## src/rtl/note_pkg.sv

```systemverilog
// Shared definitions for the note tone generator: MIDI note numbers,
// raw half-period table (in 100 MHz clock cycles) and FSM states.
package note_pkg;

  localparam logic [7:0] NOTE_REST = 8'd0;
  localparam logic [7:0] NOTE_C4   = 8'd60;
  localparam logic [7:0] NOTE_D4   = 8'd62;
  localparam logic [7:0] NOTE_E4   = 8'd64;
  localparam logic [7:0] NOTE_F4   = 8'd65;
  localparam logic [7:0] NOTE_G4   = 8'd67;
  localparam logic [7:0] NOTE_A4   = 8'd69;
  localparam logic [7:0] NOTE_B4   = 8'd71;
  localparam logic [7:0] NOTE_C5   = 8'd72;

  localparam logic [17:0] HP_C4 = 18'd191113;
  localparam logic [17:0] HP_D4 = 18'd170265;
  localparam logic [17:0] HP_E4 = 18'd151686;
  localparam logic [17:0] HP_F4 = 18'd143173;
  localparam logic [17:0] HP_G4 = 18'd127551;
  localparam logic [17:0] HP_A4 = 18'd113636;
  localparam logic [17:0] HP_B4 = 18'd101239;
  localparam logic [17:0] HP_C5 = 18'd95557;

  typedef enum logic {
    IDLE = 1'b0,
    PLAY = 1'b1
  } state_t;

endpackage

```

## src/rtl/note_period_lut.sv

```systemverilog
// Combinational note -> half-period lookup; rests and unsupported notes
// return zero with supported deasserted.
module note_period_lut
  import note_pkg::*;
(
  input  logic [7:0]  note,
  output logic [17:0] half_period,
  output logic        supported
);

  always_comb begin
    half_period = '0;
    supported   = 1'b0;
    case (note)
      NOTE_C4: begin half_period = HP_C4; supported = 1'b1; end
      NOTE_D4: begin half_period = HP_D4; supported = 1'b1; end
      NOTE_E4: begin half_period = HP_E4; supported = 1'b1; end
      NOTE_F4: begin half_period = HP_F4; supported = 1'b1; end
      NOTE_G4: begin half_period = HP_G4; supported = 1'b1; end
      NOTE_A4: begin half_period = HP_A4; supported = 1'b1; end
      NOTE_B4: begin half_period = HP_B4; supported = 1'b1; end
      NOTE_C5: begin half_period = HP_C5; supported = 1'b1; end
      default: begin end
    endcase
  end

endmodule

```

## src/rtl/note_tone_gen.sv

```systemverilog
// Square-wave note player with a single pending-note slot; note changes
// only take effect at full-period boundaries so no phase is ever truncated.
module note_tone_gen
  import note_pkg::*;
#(
  parameter int HALF_SHIFT = 0
) (
  input  logic       clk_in,
  input  logic       rst_n_in,
  input  logic [7:0] note_in,
  input  logic       note_valid_in,
  output logic       note_ready_out,
  output logic       audio_out,
  output logic       playing_out,
  output logic [7:0] note_cur_out,
  output logic       bad_note_out
);

  state_t      state_q, state_d;
  logic        audio_q, audio_d;
  logic [17:0] count_q, count_d;
  logic [17:0] hp_q, hp_d;
  logic [7:0]  cur_q, cur_d;
  logic        pend_valid_q, pend_valid_d;
  logic [7:0]  pend_note_q, pend_note_d;
  logic [17:0] pend_hp_q, pend_hp_d;
  logic        bad_q, bad_d;

  logic [17:0] lut_hp;
  logic        lut_ok;
  logic        accept;
  logic        consume;

  // The half-period is resolved at acceptance so the pending slot already
  // carries the value to load when the note is consumed.
  note_period_lut u_lut (
    .note        (note_in),
    .half_period (lut_hp),
    .supported   (lut_ok)
  );

  assign accept = note_valid_in && !pend_valid_q;

  always_ff @(posedge clk_in or negedge rst_n_in) begin
    if (!rst_n_in) begin
      state_q      <= IDLE;
      audio_q      <= 1'b0;
      count_q      <= '0;
      hp_q         <= '0;
      cur_q        <= '0;
      pend_valid_q <= 1'b0;
      pend_note_q  <= '0;
      pend_hp_q    <= '0;
      bad_q        <= 1'b0;
    end else begin
      state_q      <= state_d;
      audio_q      <= audio_d;
      count_q      <= count_d;
      hp_q         <= hp_d;
      cur_q        <= cur_d;
      pend_valid_q <= pend_valid_d;
      pend_note_q  <= pend_note_d;
      pend_hp_q    <= pend_hp_d;
      bad_q        <= bad_d;
    end
  end

  always_comb begin
    state_d      = state_q;
    audio_d      = audio_q;
    count_d      = count_q;
    hp_d         = hp_q;
    cur_d        = cur_q;
    pend_valid_d = pend_valid_q;
    pend_note_d  = pend_note_q;
    pend_hp_d    = pend_hp_q;
    bad_d        = bad_q;
    consume      = 1'b0;

    case (state_q)
      IDLE: begin
        if (pend_valid_q) begin
          consume = 1'b1;
          if (pend_note_q != NOTE_REST) begin
            state_d = PLAY;
            audio_d = 1'b1;
            count_d = pend_hp_q - 18'd1;
            hp_d    = pend_hp_q;
            cur_d   = pend_note_q;
          end
        end
      end
      PLAY: begin
        if (count_q != 18'd0) begin
          count_d = count_q - 18'd1;
        end else if (audio_q) begin
          audio_d = 1'b0;
          count_d = hp_q - 18'd1;
        end else if (!pend_valid_q) begin
          audio_d = 1'b1;
          count_d = hp_q - 18'd1;
        end else begin
          // End of a full period with a note waiting: switch or stop here.
          consume = 1'b1;
          if (pend_note_q != NOTE_REST) begin
            audio_d = 1'b1;
            count_d = pend_hp_q - 18'd1;
            hp_d    = pend_hp_q;
            cur_d   = pend_note_q;
          end else begin
            state_d = IDLE;
            audio_d = 1'b0;
            count_d = '0;
            hp_d    = '0;
            cur_d   = '0;
          end
        end
      end
      default: state_d = IDLE;
    endcase

    if (consume) begin
      pend_valid_d = 1'b0;
    end

    if (accept) begin
      pend_valid_d = 1'b1;
      pend_note_d  = lut_ok ? note_in : NOTE_REST;
      pend_hp_d    = lut_hp >> HALF_SHIFT;
      if (!lut_ok && note_in != NOTE_REST) begin
        bad_d = 1'b1;
      end
    end
  end

  assign note_ready_out = !pend_valid_q;
  assign audio_out      = audio_q;
  assign playing_out    = (state_q == PLAY);
  assign note_cur_out   = cur_q;
  assign bad_note_out   = bad_q;

endmodule

```

## config.mk

```make
export PLATFORM = sky130hd
export DESIGN_NAME = note_tone_gen
export DESIGN_NICKNAME = d
export VERILOG_FILES = /design/src/rtl/note_pkg.sv /design/src/rtl/note_period_lut.sv /design/src/rtl/note_tone_gen.sv
export SDC_FILE = /design/constraint.sdc
export NUM_CORES = 1
export LEC_CHECK = 0
export ABC_CLOCK_PERIOD_IN_PS = 7170
export CAP_MARGIN = 20
export CORE_MARGIN = 2
export CORE_UTILIZATION = 50
export CTS_BUF_LIST = sky130_fd_sc_hd__clkbuf_2 sky130_fd_sc_hd__clkbuf_4 sky130_fd_sc_hd__clkbuf_8
export DETAILED_ROUTE_END_ITERATION = 10
export HOLD_SLACK_MARGIN = 0.05
export PLACE_DENSITY = 0.68
export REMOVE_ABC_BUFFERS = 1
export SETUP_SLACK_MARGIN = 0.05
export SLEW_MARGIN = 20
export SYNTH_ARGS = -nofsm -noshare
export SYNTH_HDL_FRONTEND = slang
export SYNTH_SLANG_ARGS = --single-unit
```

## constraint.sdc

```tcl
create_clock -name clk_in -period 7.17 [get_ports clk_in]
set_input_delay 1.434 -clock clk_in [delete_from_list [all_inputs] [get_ports clk_in]]
set_output_delay 1.434 -clock clk_in [all_outputs]
set_load 0.03 [all_outputs]
```

# Yosys cells after proc, flatten, opt, wreduce, memory -nomap -nowiden
# Index checks and enable logic that the tools add are counted.
# word_totals
out_inout_bits	12
regBits	74
# op_classes
n_bitwise	1
n_eq_ne	13
muxes	41
n_addsub	3
n_reduce_logical	13
# ops
cell	n
$mux W18	12
$pmux W18 S8	1
$pmux W18 S2	2
$mux W8	7
$sub A18 B1 Y18 const B	3
$eq A8 B7 Y1 const B	6
$reduce_bool A18 Y1	1
$eq A8 B6 Y1 const B	2
$pmux W8 S2	1
$reduce_bool A8 Y1	2
$mux W1	15
$ne A2 B2 Y1 const B	4
$reduce_or A8 Y1	1
$pmux W1 S2	3
$reduce_and A5 Y1	1
$reduce_and A2 Y1	2
$reduce_and A3 Y1	1
$logic_and A1 B1 Y1	2
$logic_not A1 Y1	2
$ne A2 B1 Y1 const B	1
$reduce_bool A2 Y1	1
$not A1 Y1	1

# Longest topological paths before layout
# Gate-level depths: netlist of the first run.
# depth
word_depth	6
mapped_depth	10
mapped_depth_nobuf	8

# By module
# Synthesis of the first run repeated with hierarchy kept, for this count alone.
# hier_totals
hier_cells	559
area_unflattened_um2	4575.6
# by_module_without_submodules
mod	area_per_inst_um2	instances	cells_per_inst
note_tone_gen	4242.8	1	507
note_period_lut	332.8	1	52

# Worst setup path before layout of the first run
# Ideal clock, no wire load.
# synth_path
path_type	input to register
startpoint	input note_in[5]
endpoint	register bad_q (netlist: bad_note_out)
path_buffers	1
required_ns	7.050
setup_ns	0.120
t_arrival_ns	3.082
stages	6
path_slack_ns	3.968
path_cell_list	or4b_2 > clkbuf_1 > or2_2 > a21oi_1 > nor2_1 > a31o_2
# synth_between
elab_chain_cells	6
# synth_lines
element	line_no	rtl
start, declared	note_tone_gen.sv:10	input logic [7:0] note_in,
$eq A8 B6 Y1 / $eq A8 B7 Y1 (equally long branches)	note_period_lut.sv:14	case (note)
$reduce_or A8 Y1 (no source line)	n/a	
$mux W1	note_period_lut.sv:14	
$logic_not A1 Y1	note_tone_gen.sv:130	if (!lut_ok && note_in != NOTE_REST) begin
$logic_and A1 B1 Y1 (*)	note_tone_gen.sv:130	
$reduce_and A2 Y1 (no source line) (*)	n/a	
end signal, assigned	note_tone_gen.sv:54	bad_q <= 1'b0;
end signal, assigned	note_tone_gen.sv:64	bad_q <= bad_d;
end, declared	note_tone_gen.sv:27	logic bad_q, bad_d;
# Mark *: on every way between the ends. The rest lies on a longest branch, timed or not.
# A chain may end at the register's enable or synchronous reset.

# Final worst setup path of the first run
# layout_path
startpoint	register count_q[0]
endpoint	register count_q[6]
# layout_between
elab_chain_cells	3
# layout_lines
element	line_no	rtl
start, declared	note_tone_gen.sv:21	logic [17:0] count_q, count_d;
start signal, assigned	note_tone_gen.sv:58	count_q <= count_d;
$sub A18 B1 Y18 / $reduce_bool A18 Y1 (equally long branches)	note_tone_gen.sv:95, note_tone_gen.sv:94	
$mux W18 (*)	note_tone_gen.sv:94	if (count_q != 18'd0) begin
$pmux W18 S2 (*)	note_tone_gen.sv:80	case (state_q)
# Marks and branches as above.

==> results.md, run 1 <==
* Worst EP required at 7.40 ns
* Register Area at around 1900 um^2
* Rel. slew slack at 0.289
* Post-CTS setup buffers at 0
* Number of iterations in the first detailed-routing pass at 4
* Clock Path Buffers at 2
* Setup Skew at 0.0121 ns
* Clock Sinks at 74
* Most common cell after layout, fill and taps aside: nand2_1
* N_diodes at 0
* Mapped Area at between 4000 and 5000 um^2
* Total global routing overflow at 0
* DIE HEIGHT at about 98 um
* Vias at 3881
* Port buffer count at 22
* Clk slew on worst S/H paths at 0.09 ns
* Cell count after synthesis at 536
* Nets at 562
* Clock Latency Late Sink at 0.36 ns
* Yosys reg bits at 74
* Pin count of the biggest net entering global routing at 75
* Post-CTS sizing at 0
* Met3 WL post-DR at 554 um
* Placed insts at 645
* Initial DRC count at 250
* Sum of negative setup slack at 0 ns
* MaxCap Viol Count at 0
* Hpwl dp at about 7.8 mm
* Post-synth top flop: dfrtp_1
* Gp weighted congestion at 0.911
* Met2 wire len at between 5 and 6 mm
* CTS tree: yes
* CP arrival at 3.83 ns
* Average size of a mapped cell at 8.16 um^2
* Area of the multi-input gates at 2370 um^2
* Minimum clock period at 3.60 ns
* GRT Total Usage at 0.245
* Via count of the first global-routing pass at 3651
* Initial antenna violation count at 0
* Distinct cells, synth at between 50 and 60
* Most frequent cells in the layout: nand2_1 (126), dfrtp_1 (74), nor2_1 (39)
* Core Footprint at 8590 um^2
* Fmax achieved at 0.278 GHz
* Final-report max-slew violation count at 0
* Seq/Total Area, Yosys at 0.424
* Layout cells sized above 1 at 0.0651
* H-tree depth at 3
* Worst setup EP type: flip-flop
* CTS buffer count at 9
* Final Hold Viols at 0
* Asr flop ratio synth at 1.00
* Number of nets with antenna violations after routing at 0
* Final instance area at 4870 um^2
* RSZ-0062 raised after global routing: false
* Power Density at 333 nW/um^2
* Top Metal Used: met4
* Metal-1 WL at 5.28 mm
* Post-synth EDFFs at 0
* Die W at 97.5 um
* WL per Instance at between 15 and 20 um
* Actual slew at the worst max-slew pin at 1.06 ns
* Post-Layout Cell Count at 661
* CTS hold repair buffers at 0
* Worst min path class: reg2reg
* Root Buffer: clkbuf_8
* Max VDD drop at 0.000139 V
* CP startpoint kind: flip-flop
* Area growth from synthesis to layout at 11.4%
* Routed WL at about 11 mm
* Dpl cell area at roughly 4700 um^2
* Status: finished clean
* Via/cell ratio at 5.87
* DRC at 0
* Fin crit share at 0.502
* Crit Path Max Fanout at 19
* LEAKAGE at 2.22 nW
* DIE AREA at roughly 9500 um^2
* First-pass GRT wire length at about 19 mm
* Row count at 34
* # IOs at 23
* Warnings from Yosys at 0
* Fillers at 785
* Setup CP Type: reg2reg
* Final setup viols at 0
* Initial Utilization at 0.509
-- critical path, stage by stage (launching register included) --
cell and delay (ns):
dfrtp_1 0.40, inv_1 0.11, ha_1 0.20, or4b_1 0.59, or4_4 0.51, o31ai_4 0.51, nand2_1 0.44, buf_4 0.35
o32ai_2 0.29, a21oi_1 0.07
-- synth_stat cells, types with 4 or more instances --
cell type  instances  share of area
nor2_1            39          0.033
nand2_1          126           0.11
a21oi_1           38          0.044
nand3_1           23          0.026
o22ai_1            4         0.0057
a211oi_1           4         0.0069
o211ai_1           4         0.0069
or4_1              7          0.012
o21ai_0           37          0.042
dfrtp_1           74           0.42
nor3_1            17          0.019
nor2b_1            5         0.0072
or3_1              4         0.0057
o31ai_1            5         0.0086
xor2_1            22          0.044
nor4_1             9          0.013
nand2b_1           5         0.0072
xnor2_1           15          0.030
inv_1              7         0.0060
nand3b_1           4         0.0069
clkbuf_1          25          0.021
a31oi_1            8          0.011
-- routing by layer --
| layer | vias up | track usage |
|---|---|---|
| met4 | 0 | 0.0844 |
| met1 | 1834 | 0.346 |
| met3 | 13 | 0.0317 |
| met2 | 112 | 0.390 |
| met5 | - | 0 |
| li1 | 1922 | - |
-- layout make-up --
cell class	instances	share of cell area
Clock buffer	10	0.0282
Clock inverter	6	0.0136
Inverter	8	0.00616
Multi-Input combinational cell	425	0.487
Sequential cell	74	0.380
Tap cell	108	0.0277
Timing Repair Buffer	30	0.0570
-- flip-flops by register name (all words and copies together), names as in the netlist --
name	cells
pend_valid_q	1
note_cur_out	8
audio_out	1
bad_note_out	1
count_q	18
pend_note_q	8
pend_hp_q	18
playing_out	1
hp_q	18
-- cell families after synthesis --
family                   Yosys count  share of synthesized area
adder cells (fa/ha/maj)            3                    0.00859
AND/OR/NAND/NOR                  257                      0.274
AO/OA/AOI/OAI                    127                      0.183
multiplexers                       1                    0.00229
buffers and inverters             37                     0.0335
flip-flops                        74                      0.424
XOR/XNOR                          37                     0.0741
-- per-stage QoR --
step                      power [mW]   util  hold WS (ns)  setup slack, ns
after global routing            1.74  0.567         0.507             3.32
after floorplan                 1.07      -         0.446             4.02
after CTS                       1.62  0.567         0.487             3.56
after global placement          1.27  0.543         0.458             3.48
final                           1.62  0.567         0.483             3.57
after detailed placement        1.28  0.543         0.461             3.46
-- report_power, final --
part / switching (mW) / internal, mW / total, mW / leakage [nW]
Clock: 0.166 / 0.170 / 0.336 / 0.0945
Combinational: 0.412 / 0.270 / 0.682 / 1.16
Sequential: 0.103 / 0.501 / 0.605 / 0.968
Total: 0.682 / 0.941 / 1.62 / 2.22
-- worst paths after layout --
path | start | end | slack [ns] | depth (start not counted)
max | count_q[0]$_DFFE_PN0P_ | count_q[6]$_DFFE_PN0P_ | 3.57 | 9
min | note_cur_out[1]$_DFFE_PN0P_ | note_cur_out[1]$_DFFE_PN0P_ | 0.48 | 2
max reg2reg | count_q[0]$_DFFE_PN0P_ | count_q[6]$_DFFE_PN0P_ | 3.57 | 9
min reg2reg | note_cur_out[1]$_DFFE_PN0P_ | note_cur_out[1]$_DFFE_PN0P_ | 0.48 | 2
max in group asynchronous | rst_n_in | note_cur_out[5]$_DFFE_PN0P_ | 5.35 | 1
min in group asynchronous | rst_n_in | audio_out$_DFFE_PN0P_ | 1.20 | 1
No activity file was read; power rests on OpenSTA's default activity.
==> inputs of run 2 (changes only) <==
ABC_CLOCK_PERIOD_IN_PS = 2900   (was 7170)
PLACE_DENSITY = 0.71   (was 0.68)
clock period = 2.9 ns   (was 7.17 ns; I/O delays follow)
==> run 2 against run 1 <==
Against the previous run: combinational power rose to 2.6 times the previous value; sequential share of layout area decreased by 1.1 points; cell count grew 2.6%; critical path type unchanged; critical endpoint is now count_q[10]$_DFFE_PN0P_.
==> results.md, run 2 (same netlist as run 1, synthesis figures left out) <==
* R2R depth at 9 (unchanged)
* Clk slew on worst S/H paths at 0.09 ns (about the same)
* Setup CP Type: reg2reg (unchanged)
* Sum of negative setup slack at 0 ns (unchanged)
* Port buffer count at 22 (unchanged)
* DRC at 0 (unchanged)
* CTS buffer count at 9 (unchanged)
* Critical Path Slowest Stage Cell: or4b_4 (was or4b_1)
* DIE HEIGHT at 97.5 um (unchanged)
* Setup Skew at 0.0145 ns (was 0.0121 ns)
* GRT Total Usage at 0.254 (was 0.245)
* Gp weighted congestion at 0.964 (was 0.911)
* Sum of buffers and inverters on the critical path at 2 (unchanged)
* Fmax achieved at 0.366 GHz (was 0.278 GHz)
* Total Power at 4.19 mW (was 1.62 mW)
* Die W at 97.5 um (unchanged)
* Worst min path class: in2async (was reg2reg)
* Final setup viols at 0 (unchanged)
* Cell family with most CP delay: simple AND/OR/NAND/NOR gates (unchanged)
* Final instance area at 5020 um^2 (was 4870 um^2)
* MaxCap Viol Count at 0 (unchanged)
* Hpwl dp at 8.29 mm (was 7.83 mm)
* Register Area at 1850 um^2 (unchanged)
* N_diodes at 0 (unchanged)
* Fin crit share at 0.942 (was 0.502)
* Number of nets with antenna violations after routing at 0 (unchanged)
* Via/cell ratio at 5.94 (was 5.87)
* Largest regs: count_q x18, hp_q x18, pend_hp_q x18 (unchanged)
* CTS hold repair buffers at 0 (unchanged)
* Area growth from synthesis to layout at 14.9% (was 11.4%)
* Actual slew at the worst max-slew pin at 0.951 ns (was 1.06 ns)
* Worst Setup Slack, final at 0.168 ns (was 3.57 ns)
* Status: finished clean (unchanged)
* Via count of the first global-routing pass at 4019 (was 3651)
* Number of iterations in the first detailed-routing pass at 7 (was 4)
* Initial DRC count at 245 (was 250)
* CTS tree: yes (unchanged)
* H-tree depth at 3 (unchanged)
* Power Density at 834 nW/um^2 (was 333 nW/um^2)
* Total global routing overflow at 0 (unchanged)
* Initial antenna violation count at 0 (unchanged)
* Slowest stage delay, CP at 0.53 ns (was 0.59 ns)
* DIE AREA at 9510 um^2 (unchanged)
* Reg2reg setup slack at 0.17 ns (was 3.57 ns)
* Initial Utilization at 0.509 (unchanged)
* Fillers at 779 (was 785)
* Dpl cell area at 4800 um^2 (was 4670 um^2)
* CP arrival at 2.96 ns (was 3.83 ns)
* Worst setup EP type: flip-flop (unchanged)
* Layout cells sized above 1 at 0.0947 (was 0.0651)
* CP startpoint kind: flip-flop (unchanged)
* Max VDD drop at 0.000298 V (was 0.000139 V)
* Most common cell after layout, fill and taps aside: nand2_1 (unchanged)
* # IOs at 23 (unchanged)
* LEAKAGE at 2.32 nW (was 2.22 nW)
* Vias at 4025 (was 3881)
* Minimum clock period at 2.73 ns (was 3.60 ns)
* Routed WL at 11.7 mm (was 11.1 mm)
* First-pass GRT wire length at 19.6 mm (was 18.7 mm)
* Clock Latency Late Sink at 0.36 ns (about the same)
* Row count at 34 (unchanged)
* Area of the multi-input gates at 2380 um^2 (was 2370 um^2)
* Root Buffer: clkbuf_8 (unchanged)
* Final Hold Viols at 0 (unchanged)
* Most frequent cells in the layout: nand2_1 (126), dfrtp_1 (74), nor2_1 (39) (unchanged)
* Core Footprint at 8590 um^2 (unchanged)
* Pin count of the biggest net entering global routing at 75 (unchanged)
* Worst EP required at 3.13 ns (was 7.40 ns)
* Rel. slew slack at 0.366 (was 0.289)
* Levels on crit path at 9 (unchanged)
* WL per Instance at 17.2 um (was 16.8 um)
* Clock Path Buffers at 2 (unchanged)
* Post-Layout Cell Count at 678 (was 661)
* RSZ-0062 raised after global routing: false (unchanged)
* Placed insts at 662 (was 645)
* Dpl ws at 0.148 ns (was 3.46 ns)
* Nets at 579 (was 562)
* Clock Sinks at 74 (unchanged)
* Critical path, cell by cell: inv_1 -> ha_1 -> or4b_4 -> or4_4 -> o31ai_4 -> nand2_1 -> buf_4 -> o22ai_1 -> a21oi_1 (was inv_1 -> ha_1 -> or4b_1 -> or4_4 -> o31ai_4 -> nand2_1 -> buf_4 -> o32ai_2 -> a21oi_1)
* Final-report max-slew violation count at 0 (unchanged)
* Crit Path Max Fanout at 28 (was 19)
-- run 2: cell types whose count changed in the layout (fill, tap and decap cells not counted), sizes merged --
cell	before	now
clkinvlp	3	0
clkinv	3	5
bufinv	1	2
buf	9	26
-- run 2: final timing paths --
check,startpoint,to
max in group asynchronous,rst_n_in,pend_hp_q[10]$_DFFE_PN0P_
max reg2reg,count_q[0]$_DFFE_PN0P_,count_q[10]$_DFFE_PN0P_
max,count_q[0]$_DFFE_PN0P_,count_q[10]$_DFFE_PN0P_
min in group clk_in,note_cur_out[3]$_DFFE_PN0P_,note_cur_out[3]$_DFFE_PN0P_
min reg2reg,note_cur_out[3]$_DFFE_PN0P_,note_cur_out[3]$_DFFE_PN0P_
min,rst_n_in,count_q[3]$_DFFE_PN0P_
-- run 2: where the power goes --
group | switching (mW) | internal [mW]
registers | 0.275 | 1.24
logic | 1.05 | 0.714
clock network | 0.408 | 0.497
-- run 2: area by class of cell --
cell class | count | area share
inverters | 8 | 0.00598
flip-flops and latches | 74 | 0.369
clock buffers | 10 | 0.0262
multi-input cells | 425 | 0.473
clock inverters | 6 | 0.0182
well taps | 108 | 0.0269
repair buffers | 47 | 0.0807
-- run 2: metrics by stage --
| step | util | hold slack [ns] |
|---|---|---|
| floorplan | - | 0.284 |
| global placement | 0.558 | 0.458 |
| detailed placement | 0.558 | 0.462 |
| CTS | 0.584 | 0.406 |
| global route | 0.584 | 0.420 |
| finish | 0.584 | 0.350 |
-- run 2: worst reg2reg max path, cell delays in order (launching register included) --
cell     delay [ns]
dfrtp_1        0.40
inv_1          0.11
ha_1           0.21
or4b_4         0.53
or4_4          0.48
o31ai_4        0.21
nand2_1        0.13
buf_4          0.26
o22ai_1        0.21
a21oi_1        0.05
-- run 2: routing by layer --
layer / wire length (um) / GRT usage / vias up
met1: 5290 / 0.346 / 1926
met4: 274 / 0.0865 / 0
li1: - / - / 1958
met3: 563 / 0.0432 / 20
met2: 5530 / 0.410 / 121
met5: 0 / 0 / -
-- run 2: what timing repair did --
| action | CTS | global route |
|---|---|---|
| endpoints found under the setup margin | 0 | 9 |
| resized for setup | 0 | 1 |
| buffers inserted | 0 | 0 |
==> inputs of run 3 (changes only) <==
ABC_CLOCK_PERIOD_IN_PS = 2600   (was 2900)
PLACE_DENSITY = 0.68   (was 0.71)
SYNTH_HIERARCHICAL = 1   (was unset)
clock period = 2.6 ns   (was 2.9 ns; I/O delays follow)
==> run 3 against run 2 <==
Against the previous run: worst hold slack worse by 0.19 ns; die area up 4.5%; critical path depth down 2; largest cell class unchanged; clock skew up 0.00094 ns; first-iteration DRC count up 8.2%.
==> results.md, run 3 <==
* Via/cell ratio at 5.95 (was 5.94)
* Initial Utilization at 0.520 (was 0.509)
* Clock Latency Late Sink at 0.37 ns (was 0.36 ns)
* Clock Sinks at 74 (unchanged)
* MaxCap Viol Count at 0 (unchanged)
* Area of the multi-input gates at 2580 um^2 (was 2380 um^2)
* Fmax achieved at 0.409 GHz (was 0.366 GHz)
* Fillers at 775 (was 779)
* Routed WL at 12.1 mm (was 11.7 mm)
* CP startpoint kind: flip-flop (unchanged)
* Most common cell after layout, fill and taps aside: nand2_1 (unchanged)
* Clock Path Buffers at 2 (unchanged)
* H-tree depth at 3 (unchanged)
* Largest regs: count_q x18, hp_q x18, pend_hp_q x18 (unchanged)
* Reg-to-Reg End: hp_q[6]$_DFFE_PN0P_ (was count_q[10]$_DFFE_PN0P_)
* Asr flop ratio synth at 1.00 (unchanged)
* Nets at 612 (was 579)
* Register Area at 1850 um^2 (unchanged)
* Post-synth top area share at 0.405 (was 0.424)
* Vias at 4228 (was 4025)
* Clk slew on worst S/H paths at 0.09 ns (about the same)
* CTS hold repair buffers at 0 (unchanged)
* Average size of a mapped cell at 8.19 um^2 (was 8.16 um^2)
* Root Buffer: clkbuf_8 (unchanged)
* Layout cells sized above 1 at 0.121 (was 0.0947)
* Pin count of the biggest net entering global routing at 51 (was 75)
* Row count at 34 (unchanged)
* Fin crit share at 0.940 (was 0.942)
* Post-CTS setup buffers at 0 (unchanged)
* DRC at 0 (unchanged)
* CTS tree: yes (unchanged)
* Mapped Area at 4580 um^2 (was 4370 um^2)
* Post-synth top flop: dfrtp_1 (unchanged)
* LEAKAGE at 2.46 nW (was 2.32 nW)
* GRT Total Usage at 0.260 (was 0.254)
* Initial antenna violation count at 0 (unchanged)
* Synth top cells by count: nand2_1 (133), dfrtp_1 (74), o21ai_0 (50) (was nand2_1 (126), dfrtp_1 (74), nor2_1 (39))
* Finished Core Util at 0.603 (was 0.584)
* Final Hold Viols at 0 (unchanged)
* Area growth from synthesis to layout at 16.1% (was 14.9%)
* R2R depth at 7 (was 9)
* Yosys reg bits at 74 (unchanged)
* Top cells by area, synth: dfrtp_1 (40%), nand2_1 (11%), o21ai_0 (5.5%) (was dfrtp_1 (42%), nand2_1 (11%), xor2_1 (4.4%))
* Gp weighted congestion at 0.954 (was 0.964)
* N_diodes at 0 (unchanged)
* # IOs at 23 (unchanged)
* Worst setup EP type: flip-flop (unchanged)
* Setup CP Type: reg2reg (unchanged)
* DIE AREA at 9930 um^2 (was 9510 um^2)
* Setup Skew at 0.0155 ns (was 0.0145 ns)
* Total global routing overflow at 0 (unchanged)
* Rel. slew slack at 0.569 (was 0.366)
* Max VDD drop at 0.000354 V (was 0.000298 V)
* Post-synth EDFFs at 0 (unchanged)
* RSZ-0062 raised after global routing: false (unchanged)
* Number of nets with antenna violations after routing at 0 (unchanged)
* Worst Setup EP: hp_q[6]$_DFFE_PN0P_ (was count_q[10]$_DFFE_PN0P_)
* Distinct cells, synth at 60 (was 57)
* Power Density at 879 nW/um^2 (was 834 nW/um^2)
* Crit Path Max Fanout at 25 (was 28)
* Hpwl dp at 8.91 mm (was 8.29 mm)
* DIE HEIGHT at 99.7 um (was 97.5 um)
* Worst EP required at 2.83 ns (was 3.13 ns)
* First-pass GRT wire length at 20.6 mm (was 19.6 mm)
* Worst min path class: in2async (unchanged)
* Final setup viols at 0 (unchanged)
* Final-report max-slew violation count at 0 (unchanged)
* Cell count after synthesis at 559 (was 536)
* Top cell type by total area after synthesis: dfrtp_1 (unchanged)
* Initial DRC count at 265 (was 245)
* Warnings from Yosys at 6 (was 0)
* CP arrival at 2.68 ns (was 2.96 ns)
* Via count of the first global-routing pass at 4100 (was 4019)
* Die W at 99.7 um (was 97.5 um)
* Reg2reg setup slack at 0.16 ns (was 0.17 ns)
* Core Footprint at 8810 um^2 (was 8590 um^2)
* Minimum clock period at 2.44 ns (was 2.73 ns)
* Number of iterations in the first detailed-routing pass at 6 (was 7)
* CTS buffer count at 9 (unchanged)
* Seq/Total Area, Yosys at 0.405 (was 0.424)
* Crit path launch: count_q[14]$_DFFE_PN0P_ (was count_q[0]$_DFFE_PN0P_)
* Status: finished clean (unchanged)
* FF-to-FF Start: count_q[14]$_DFFE_PN0P_ (was count_q[0]$_DFFE_PN0P_)
* Final instance area at 5310 um^2 (was 5020 um^2)
* Actual slew at the worst max-slew pin at 0.646 ns (was 0.951 ns)
* Post-CTS sizing at 0 (unchanged)
* WL per Instance at 17.0 um (was 17.2 um)
* Dpl cell area at 5060 um^2 (was 4800 um^2)
* Port buffer count at 22 (unchanged)
* Cell with the most instances after synthesis: nand2_1 (unchanged)
* Most frequent cells in the layout: nand2_1 (133), dfrtp_1 (74), o21ai_0 (50) (was nand2_1 (126), dfrtp_1 (74), nor2_1 (39))
[run 3: cell types whose count changed after synthesis, sizes merged, moves of 4 or more]
cell	before	now
a211oi	4	9
mux2	0	8
nand2	126	134
nand4b	0	4
nor2	39	32
o21ai	37	51
[run 3: cell type report]
| class | count | area share |
|---|---|---|
| clock buffers | 10 | 0.0259 |
| clock inverters | 6 | 0.0179 |
| inverters | 9 | 0.00636 |
| multi-input cells | 449 | 0.486 |
| flip-flops and latches | 74 | 0.349 |
| well taps | 108 | 0.0254 |
| repair buffers | 55 | 0.0900 |
[run 3: worst min-delay path by stage]
stage	endpoint	start	slack, ns
2_1_floorplan	audio_out$_DFFE_PN0P_	rst_n_in	0.22
3_3_place_gp	bad_note_out$_DFFE_PN0P_	bad_note_out$_DFFE_PN0P_	0.46
3_5_place_dp	bad_note_out$_DFFE_PN0P_	bad_note_out$_DFFE_PN0P_	0.49
4_1_cts	count_q[0]$_DFFE_PN0P_	rst_n_in	0.18
5_1_grt	count_q[0]$_DFFE_PN0P_	rst_n_in	0.20
6_report	count_q[0]$_DFFE_PN0P_	rst_n_in	0.16
[run 3: kinds of logic after synthesis]
logic type / count (synthesis) / synth area share
adders and majority gates: 3 / 0.00820
xor gates and xnor gates: 38 / 0.0727
and+or+nand+nor: 265 / 0.275
DFF: 74 / 0.405
buffers and inverters: 37 / 0.0328
muxes: 11 / 0.0295
AOI/OAI and AO/OA: 131 / 0.177
[run 3: metrics by stage]
stage | hold WS, ns | worst slack [ns] | cells | total power [mW] | TNS [ns]
floorplan | 0.224 | -0.114 | 531 | 2.92 | -0.877
global placement | 0.459 | 0.181 | 692 | 3.57 | 0
detailed placement | 0.485 | 0.160 | 692 | 3.60 | 0
CTS | 0.181 | 0.104 | 708 | 4.66 | 0
global route | 0.205 | 0.0238 | 711 | 4.98 | 0
finish | 0.157 | 0.155 | 711 | 4.67 | 0
[run 3: worst max-delay path, stage by stage, from the launching register on]
cell and delay (ns):
dfrtp_1 0.44, or4_4 0.56, or2_1 0.28, o41ai_4 0.37
nand2_4 0.20, buf_4 0.26, nand2_1 0.10, o21ai_0 0.09
[run 3: metal layers]
layer | routed length, um | vias up | part of all wire | track usage
met2 | 5800 | 135 | 0.48 | 0.422
met5 | 0 | - | 0 | 0
met1 | 5470 | 2012 | 0.45 | 0.351
met4 | 216 | 0 | 0.018 | 0.103
li1 | - | 2060 | - | -
met3 | 595 | 21 | 0.049 | 0.0415
[run 3: report_power, final]
part | internal (mW) | switching, mW | total, mW
logic | 0.802 | 1.15 | 1.95
registers | 1.37 | 0.284 | 1.65
clock network | 0.578 | 0.482 | 1.06
total | 2.75 | 1.92 | 4.67
